$ cat config.mk
export PLATFORM = sky130hd
export DESIGN_NAME = dec_sel_seq
export DESIGN_NICKNAME = d
export VERILOG_FILES = /design/src/rtl/dec_pkg.sv /design/src/rtl/dec_onehot.sv /design/src/rtl/dec_sel_seq.sv
export SDC_FILE = /design/constraint.sdc
export NUM_CORES = 1
export LEC_CHECK = 0
export CAP_MARGIN = 15
export CORE_AREA = 2 2 52 54
export CTS_BUF_LIST = sky130_fd_sc_hd__clkbuf_2
export DETAILED_ROUTE_END_ITERATION = 12
export DIE_AREA = 0 0 54 56
export GPL_TIMING_DRIVEN = 0
export PLACE_DENSITY = 0.75
export REMOVE_ABC_BUFFERS = 1
export SLEW_MARGIN = 20
export SYNTH_ARGS = -nofsm -noshare
export SYNTH_HDL_FRONTEND = slang
export SYNTH_SLANG_ARGS = --single-unit
export TNS_END_PERCENT = 1
$ cat constraint.sdc
create_clock -name clk_pad -period 2.5 [get_ports clk_pad]
set_clock_uncertainty 0.1 [all_clocks]
set_input_delay 0.5 -clock clk_pad [delete_from_list [all_inputs] [get_ports clk_pad]]
set_output_delay 0.5 -clock clk_pad [all_outputs]
set_load 0.005 [all_outputs]
$ cat src/rtl/dec_pkg.sv
// Shared definitions for the registered select decoder.
//   state_t      : sequencer state encoding (IDLE / HOLD / SWEEP)
//   MAX_NOUT     : widest output vector the helper function can describe
//   inactive_vec : the "nothing selected" pattern for a given output
//                  count and polarity, right-aligned in MAX_NOUT bits
package dec_pkg;

  typedef enum logic [1:0] {
    IDLE  = 2'd0,
    HOLD  = 2'd1,
    SWEEP = 2'd2
  } state_t;

  localparam int MAX_SEL_W = 8;
  localparam int MAX_NOUT  = 1 << MAX_SEL_W;

  // Active-low outputs idle at all ones, active-high outputs at all zeros.
  // Bits above nout are always zero so callers can slice the low nout bits.
  function automatic logic [MAX_NOUT-1:0] inactive_vec(input int nout,
                                                       input bit active_low);
    logic [MAX_NOUT-1:0] v;
    v = '0;
    for (int i = 0; i < MAX_NOUT; i++) begin
      v[i] = active_low && (i < nout);
    end
    return v;
  endfunction

endpackage

$ cat src/rtl/dec_onehot.sv
// Purely combinational SEL_W-to-2**SEL_W one-hot decoder.
//   sel : binary select
//   out : exactly one bit asserted; asserted level is 0 when ACTIVE_LOW=1,
//         1 when ACTIVE_LOW=0
module dec_onehot #(
  parameter int SEL_W      = 3,
  parameter bit ACTIVE_LOW = 1'b1
) (
  input  logic [SEL_W-1:0]      sel,
  output logic [(1<<SEL_W)-1:0] out
);

  localparam int NOUT = 1 << SEL_W;

  logic [NOUT-1:0] hot;

  // NOTE: every always_comb output gets a default before any conditional
  // assignment, so no path leaves it unassigned and no latch is inferred.
  always_comb begin
    hot      = '0;
    hot[sel] = 1'b1;
    out      = ACTIVE_LOW ? ~hot : hot;
  end

endmodule

$ cat src/rtl/dec_sel_seq.sv
// Registered, gated select decoder with HOLD and SWEEP sequencing.
//   clk_pad   : clock, all state changes on the rising edge
//   rst_pad   : synchronous active-high reset
//   sel_pad   : select, captured on load
//   en_pad    : active-high gate
//   en_n_pad  : two active-low gates
//   mode_pad  : captured on load; 0 = HOLD, 1 = SWEEP
//   dwell_pad : extra cycles per output in SWEEP, captured on load
//   load_pad  : start / restart
//   stop_pad  : return to IDLE (wins over load)
//   out_pad   : registered decoded outputs
//   busy_pad  : registered, 1 while not IDLE
//   wrap_pad  : registered one-cycle pulse when SWEEP wraps NOUT-1 -> 0
module dec_sel_seq
  import dec_pkg::*;
#(
  parameter int SEL_W      = 3,
  parameter int DWELL_W    = 4,
  parameter bit ACTIVE_LOW = 1'b1
) (
  input  logic                  clk_pad,
  input  logic                  rst_pad,
  input  logic [SEL_W-1:0]      sel_pad,
  input  logic                  en_pad,
  input  logic [1:0]            en_n_pad,
  input  logic                  mode_pad,
  input  logic [DWELL_W-1:0]    dwell_pad,
  input  logic                  load_pad,
  input  logic                  stop_pad,
  output logic [(1<<SEL_W)-1:0] out_pad,
  output logic                  busy_pad,
  output logic                  wrap_pad
);

  localparam int NOUT = 1 << SEL_W;
  localparam logic [MAX_NOUT-1:0] INACT_FULL = inactive_vec(NOUT, ACTIVE_LOW);
  localparam logic [NOUT-1:0]     INACTIVE   = INACT_FULL[NOUT-1:0];

  state_t             state, state_n;
  logic [SEL_W-1:0]   idx, idx_n;
  logic [DWELL_W-1:0] cnt, cnt_n;
  logic [DWELL_W-1:0] dwell_r, dwell_n;
  logic               wrap_n;
  logic               gate;
  logic [NOUT-1:0]    dec_out;

  assign gate = en_pad & ~en_n_pad[0] & ~en_n_pad[1];

  // Next-state logic. Priority: stop > load > sweep advance.
  // A closed gate acts as a clock enable on the sweep counters only.
  always_comb begin
    state_n = state;
    idx_n   = idx;
    cnt_n   = cnt;
    dwell_n = dwell_r;
    wrap_n  = 1'b0;
    if (stop_pad) begin
      state_n = IDLE;
    end else if (load_pad) begin
      idx_n   = sel_pad;
      dwell_n = dwell_pad;
      cnt_n   = dwell_pad;
      state_n = mode_pad ? SWEEP : HOLD;
    end else if (state == SWEEP && gate) begin
      if (cnt != '0) begin
        cnt_n = cnt - DWELL_W'(1);
      end else begin
        cnt_n  = dwell_r;
        idx_n  = idx + SEL_W'(1);
        wrap_n = (idx == {SEL_W{1'b1}});
      end
    end
  end

  // Decoding idx_n lets the output register show the new index in the
  // same cycle the index register takes it.
  dec_onehot #(
    .SEL_W      (SEL_W),
    .ACTIVE_LOW (ACTIVE_LOW)
  ) u_dec (
    .sel (idx_n),
    .out (dec_out)
  );

  // NOTE: sequential state is written with non-blocking assignments only,
  // so every register samples the pre-edge values of all others.
  always_ff @(posedge clk_pad) begin
    if (rst_pad) begin
      state    <= IDLE;
      idx      <= '0;
      cnt      <= '0;
      dwell_r  <= '0;
      out_pad  <= INACTIVE;
      busy_pad <= 1'b0;
      wrap_pad <= 1'b0;
    end else begin
      state    <= state_n;
      idx      <= idx_n;
      cnt      <= cnt_n;
      dwell_r  <= dwell_n;
      out_pad  <= (state_n != IDLE && gate) ? dec_out : INACTIVE;
      busy_pad <= (state_n != IDLE);
      wrap_pad <= wrap_n;
    end
  end

endmodule

# Yosys cells after proc, flatten, opt, wreduce, memory -nomap -nowiden

Cells that the tools add are included.

$add $sub $neg: 2
Magnitude comparators: 2
Eq/ne operators: 2
Mux-type cells: 12
Bitwise logic cells: 8
Reduce and logical (&&, ||, !) cells: 10

Operators with widths:

| operator              | count |
|---|---|
| $mux W3               | 4 |
| $mux W4               | 3 |
| $not A8 Y8            | 1 |
| $mux W2               | 3 |
| $not A1 Y1            | 5 |
| $reduce_or A5 Y1      | 1 |
| $lt A3 B4 Y1 const B  | 1 |
| $reduce_and A2 Y1     | 2 |
| $reduce_bool A2 Y1    | 2 |
| $reduce_bool A4 Y1    | 1 |
| $sub A4 B1 Y4 const B | 1 |
| $add A3 B1 Y3 const B | 1 |
| $demux W1 S3          | 1 |
| $eq A3 B3 Y1 const B  | 1 |
| $ge A3 B1 Y1 const B  | 1 |
| $logic_and A1 B1 Y1   | 3 |
| $and A1 B1 Y1         | 2 |
| $eq A2 B2 Y1 const B  | 1 |
| $reduce_or A2 Y1      | 1 |
| $mux W1               | 1 |

Bits in registers: 23
Input bits: 15
Output and inout port bits: 10
Word-level logic and storage cells: 43

# Longest topological paths before layout

Depth in word-level cells: 12
Gate-level depth with buffers: 7
Gate-level depth less buffers: 7

# Cells and area by module

A second synthesis with hierarchy kept.

Cell total of the unflattened synthesis: 118
Area total of the unflattened synthesis: 1091.0 um^2

By module, submodules not included:

| module      | times used | cells each | area an instance (um^2) | sequential area each (um^2) |
|---|---|---|---|---|
| dec_sel_seq | 1          | 110        | 1031.0                  | 460.4 |
| dec_onehot  | 1          | 8          | 60.1                    | 0.0 |

# Worst setup path before layout

Ideal clock, no wire load.

Kind: flip-flop to flip-flop
Start: reg cnt[0]
End: reg out_pad[1]
Library setup time: 131 ps
Arrival: 1695 ps
Data required time: 2269 ps
Slack: 574 ps
Stages on the path, launching flop included: 8
Period minus slack after synthesis: 1926 ps
Path through: dfxtp_1 -> inv_1 -> ha_1 -> or3b_1 -> o311ai_2 -> and3_1 -> and4_4 -> nand2_1

Cells in the longest elaborated chain, start to end: 10
Elaborated cells on any way between the ends: 11
Classes of those cells: order compare: 2; mux: 6; bitwise: 1; reduce/logical: 2

Ends and longest elaborated chain:

| item                                                               | RTL line           | RTL |
|---|---|---|
| from (decl)                                                        | dec_sel_seq.sv:41  | `logic [DWELL_W-1:0] cnt, cnt_n;` |
| from (signal assigned)                                             | dec_sel_seq.sv:99  | `cnt <= cnt_n;` |
| $reduce_bool A4 Y1 (*)                                             | dec_sel_seq.sv:65  | `if (cnt != '0) begin` |
| $mux W3 (*)                                                        | dec_sel_seq.sv:65  |  |
| $mux W3 (*)                                                        | dec_sel_seq.sv:64  | `end else if (state == SWEEP && gate) begin` |
| $mux W3 (*)                                                        | dec_sel_seq.sv:59  | `end else if (load_pad) begin` |
| $mux W3 (*)                                                        | dec_sel_seq.sv:57  | `if (stop_pad) begin` |
| $lt A3 B4 Y1 (not written as such) or $ge A3 B1 Y1 (tied branches) | dec_onehot.sv:21   | `hot[sel] = 1'b1;` |
| $logic_and A1 B1 Y1 (not written as such)                          | dec_onehot.sv:21   |  |
| $mux W1 (not written as such)                                      | dec_onehot.sv:21   |  |
| $demux W1 S3 (*)                                                   | n/a                |  |
| $not A8 Y8 (*)                                                     | dec_onehot.sv:22   | `out = ACTIVE_LOW ? ~hot : hot;` |
| to (signal assigned)                                               | dec_sel_seq.sv:101 | `out_pad <= (state_n != IDLE && gate) ? dec_out : INACTIVE;` |
| to (decl)                                                          | dec_sel_seq.sv:30  | `output logic [(1<<SEL_W)-1:0] out_pad,` |

Mark *: on every way between the ends. The rest lies on a longest branch, timed or not.
A chain may end at the register's enable or synchronous reset.

# Worst setup path in the final report

Start: in en_pad
End: reg out_pad[1]

Cells in the longest elaborated chain, start to end: 11
Elaborated cells on any way between the ends: 15
Classes of those cells: order compare: 2; mux: 5; bitwise: 4; reduce/logical: 4

Ends and longest elaborated chain:

| item                                                               | RTL line          | RTL |
|---|---|---|
| from (decl)                                                        | dec_sel_seq.sv:24 | `input logic en_pad,` |
| $and A1 B1 Y1 (*) (2 in series)                                    | dec_sel_seq.sv:47 | `assign gate = en_pad & ~en_n_pad[0] & ~en_n_pad[1];` |
| $logic_and A1 B1 Y1                                                | dec_sel_seq.sv:64 |  |
| $mux W3                                                            | dec_sel_seq.sv:64 |  |
| $mux W3                                                            | dec_sel_seq.sv:59 |  |
| $mux W3                                                            | dec_sel_seq.sv:57 |  |
| $lt A3 B4 Y1 (not written as such) or $ge A3 B1 Y1 (tied branches) | dec_onehot.sv:21  |  |
| $logic_and A1 B1 Y1 (not written as such)                          | dec_onehot.sv:21  |  |
| $mux W1 (not written as such)                                      | dec_onehot.sv:21  |  |
| $demux W1 S3                                                       | n/a               |  |
| $not A8 Y8                                                         | dec_onehot.sv:22  |  |

Marked as above.

==> key figures <==
Run status
  – Status: complete, no violations

Pwr
  – Logic pwr share: a little under a fifth
  – Pleak: ~0.00053 uW
  – Power Density: about 470 mW/mm^2
  – Sw frac: 28.69%
  – Part of the power in registers: 58.8%
  – Psw: roughly 190 uW
  – Total power: 667.6 uW
  – Clock share of power: between 20% and 30%
  – Max IR drop VDD: 0.4376 mV
  – Int Pwr: 476.0 uW

STA
  – Final min period: 2.342 ns
  – Hold Vio Cnt, Final: 0
  – Final worst path period share: 93.68%
  – Slew @ Worst Pin: about 0.71 ns
  – FMAX: around 430 MHz
  – Final setup violation count: 0
  – Max transition margin: between 50% and 60%
  – Setup WS post-layout: 0.1580 ns
  – Unrepaired setup endpoints after global routing: no
  – Slew Limit Fails: 0

CTS
  – H-tree levels: 1
  – Worst-case clock buffer depth: 2
  – Root buffer cell: clkbuf_2
  – Worst-path clk slew: approximately 0.21 ns
  – CTS buffer count: 3
  – Total clock sinks: 23
  – CTS tree: done
  – Clk_lat worst skew: 0.34 ns

Synth
  – Count leader, synth: dfxtp_1
  – Synth async-reset ratio: 0%
  – Top cell type's share of synthesized area: 38.86%
  – Post-synthesis register bit count: 23
  – Seq/Total Area, Yosys: 38.86%
  – Synth Flop Type: dfxtp_1
  – Yosys cell types: 43
  – Largest family of logic cells by synthesized area: simple AND/OR/NAND/NOR gates
  – Adder-Cell Fraction of Synth Area: between 4 and 5%
  – Post-synthesis mux area share: a little over 5%
  – Cell accounting for the most synthesized area: dfxtp_1
  – Synthesized area per cell: 9.556 um^2
  – Synthesis warning total: 0
  – Simple-gate area share of the yosys netlist: roughly a quarter
  – Post-synth EDFFs: 0
  – Post-synth top cells: dfxtp_1 (23), nor2_1 (15), a21oi_1 (10), nand2_1 (10)
  – Synth Area in XOR/XNOR: 0%
  – Top cells by area, synth: dfxtp_1 (39%), nor2_1 (4.8%), a21oi_1 (4.2%), ha_1 (4.2%), mux2i_1 (4.2%)
  – Synth Area in Compound Gates: 20.59%
  – Cells after Synth: 124
  – Synthesized cell area: between 0.001 and 0.0015 mm^2

Worst hold path
  – Min-delay src: dwell_r[1]
  – Hold Path Class: reg -> reg

Floorplanning
  – Io pins: 25
  – Core area: 0.002432 mm^2
  – DIE AREA: 0.003024 mm^2
  – Die Width: between 50 and 60 um
  – Row count: 18
  – Die height: 56 um
  – Initial core utilization: 48.71%

Routing
  – Total Wirelength: 2.496 mm
  – Initial DRC count: 17
  – DR pass1 iterations: 4
  – Remaining antenna violation count after routing: 0
  – Wire length per cell: between 10 and 15 um
  – DR vias: about 990
  – Vias per std cell: approximately 5.6
  – # DRC: 0

Place
  – Post-Place Worst Slack: -0.6849 ns
  – DP Area: roughly 0.0014 mm^2
  – Port bufs: 24
  – Final HPWL DP: 1.875 mm
  – GP Congestion: 0.8201

Setup path
  – Crit path launch type: input pin
  – Required time worst endpoint: around 2.7 ns
  – CP Cell Sequence: clkdlybuf4s50_1 > nor3b_1 > nand3_2 > a221oi_2 > and4_4 > nand2_1
  – CP Launch Point: en_pad
  – Slowest stage delay, CP: 0.52 ns
  – Critical Path AT: roughly 2.5 ns
  – CP max FO: 5
  – CP top delay family: simple AND/OR/NAND/NOR gates
  – CP max stage cell: nor3b_1
  – Critical R2R Launch: cnt[0]
  – Crit. End Element: flip-flop
  – Buf/Inv on CP: 1
  – Worst Setup Path Type: in -> reg

Global routing
  – Global route overflow: 0
  – Initial antenna violation count: 0
  – Vias in the first global route: 953
  – GRT Resource Usage Total: about 18%
  – Largest net degree at the start of global routing: 21
  – First-pass GRT wire length: 4.146 mm

Layout
  – Fin area: 0.001435 mm^2
  – Fraction of layout cells with a size suffix above 1: 12.93%
  – NumNets Final: 167
  – Area of the multi-input gates: 659.4 um^2
  – Number of inserted diodes: 0
  – Area growth from synthesis to final layout: 21.12%
  – Reg area: approximately 460 um^2
  – Fillers: 232

Flow run
  – Max Cap Viol: 0
[sequential cells by signal (all words and copies together) (netlist names)]
| signal | flops |
|---|---|
| out_pad | 8 |
| cnt | 4 |
| dwell_r | 4 |
| idx | 3 |
| state | 2 |
| busy_pad | 1 |
| wrap_pad | 1 |
[power groups by stage]
stage	Clock, uW	Sequential [uW]	Combinational [uW]
detailed placement	0	400	122
global placement	0	399	119
finish	152	393	123
floorplan	0	396	72.2
CTS	153	393	123
global route	169	395	137
[per-stage QoR]
stage	TNS (ns)	util [%]	hold WS, ns	cells
final	0	59.00	0.4319	177
after global routing	0	59.00	0.4457	177
after CTS	0	59.00	0.4390	177
after detailed placement	-6.434	58.13	0.3925	173
after global placement	-5.397	58.13	0.3793	173
after floorplan	0	-	0.3607	119
[area by class of cell]
| cell class | instances | area share [%] |
|---|---|---|
| Multi-Input combinational cell | 91 | 45.95 |
| Sequential cell | 23 | 32.08 |
| Clock inverter | 1 | 0.3487 |
| Tap cell | 30 | 2.616 |
| Inverter | 5 | 1.308 |
| Timing Repair Buffer | 24 | 16.65 |
| Clock buffer | 3 | 1.046 |
[routing by layer]
metal / part of all wire [%] / vias up / global-route usage, %
met5: 0 / - / 0
met4: 0.72 / 0 / 2.857
met3: 4.2 / 2 / 5.914
met2: 53 / 23 / 32.93
met1: 42 / 467 / 19.77
li1: - / 496 / -
[cell usage in the layout (no fill, tap or decap), drive strengths merged, types with 4 or more instances in the layout]
master,netlist,layout
a21oi,10,10
clkdlybuf4s50,0,23
dfxtp,23,23
ha,4,4
inv,5,5
mux2i,5,5
nand2,10,10
nor2,15,15
o21ai,5,5
[kinds of logic (layout without fill, tap and decap cells)]
logic type | Yosys count | after routing
buffers and inverters | 10 | 33
multiplexers | 6 | 6
flip-flops | 23 | 23
adder cells (fa/ha/maj) | 4 | 4
AND/OR/NAND/NOR | 50 | 50
AO/OA/AOI/OAI | 31 | 31
[final timing paths]
check               end  slack [ns]  cells after the start
max          out_pad[1]        0.16                      6
min reg2reg  dwell_r[1]        0.43                      2
max reg2reg  out_pad[1]        0.30                      7
min          dwell_r[1]        0.43                      2
[tightest hold or removal path: cells and delay by family, from the launching register on]
| family | cells | cell delay (ns) |
|---|---|---|
| flip-flops | 1 | 0.38 |
| multiplexers | 1 | 0.07 |
| AND/OR/NAND/NOR | 1 | 0.07 |
[what timing repair did]
item / 4_1_cts / 5_1_grt
setup endpoints to repair: 8 / 0
hold buffers: 0 / 0
endpoints found under the hold margin: 0 / 0
resized for setup: 2 / 0
setup buffers: 0 / 0
No activity file was read; power rests on OpenSTA's default activity.
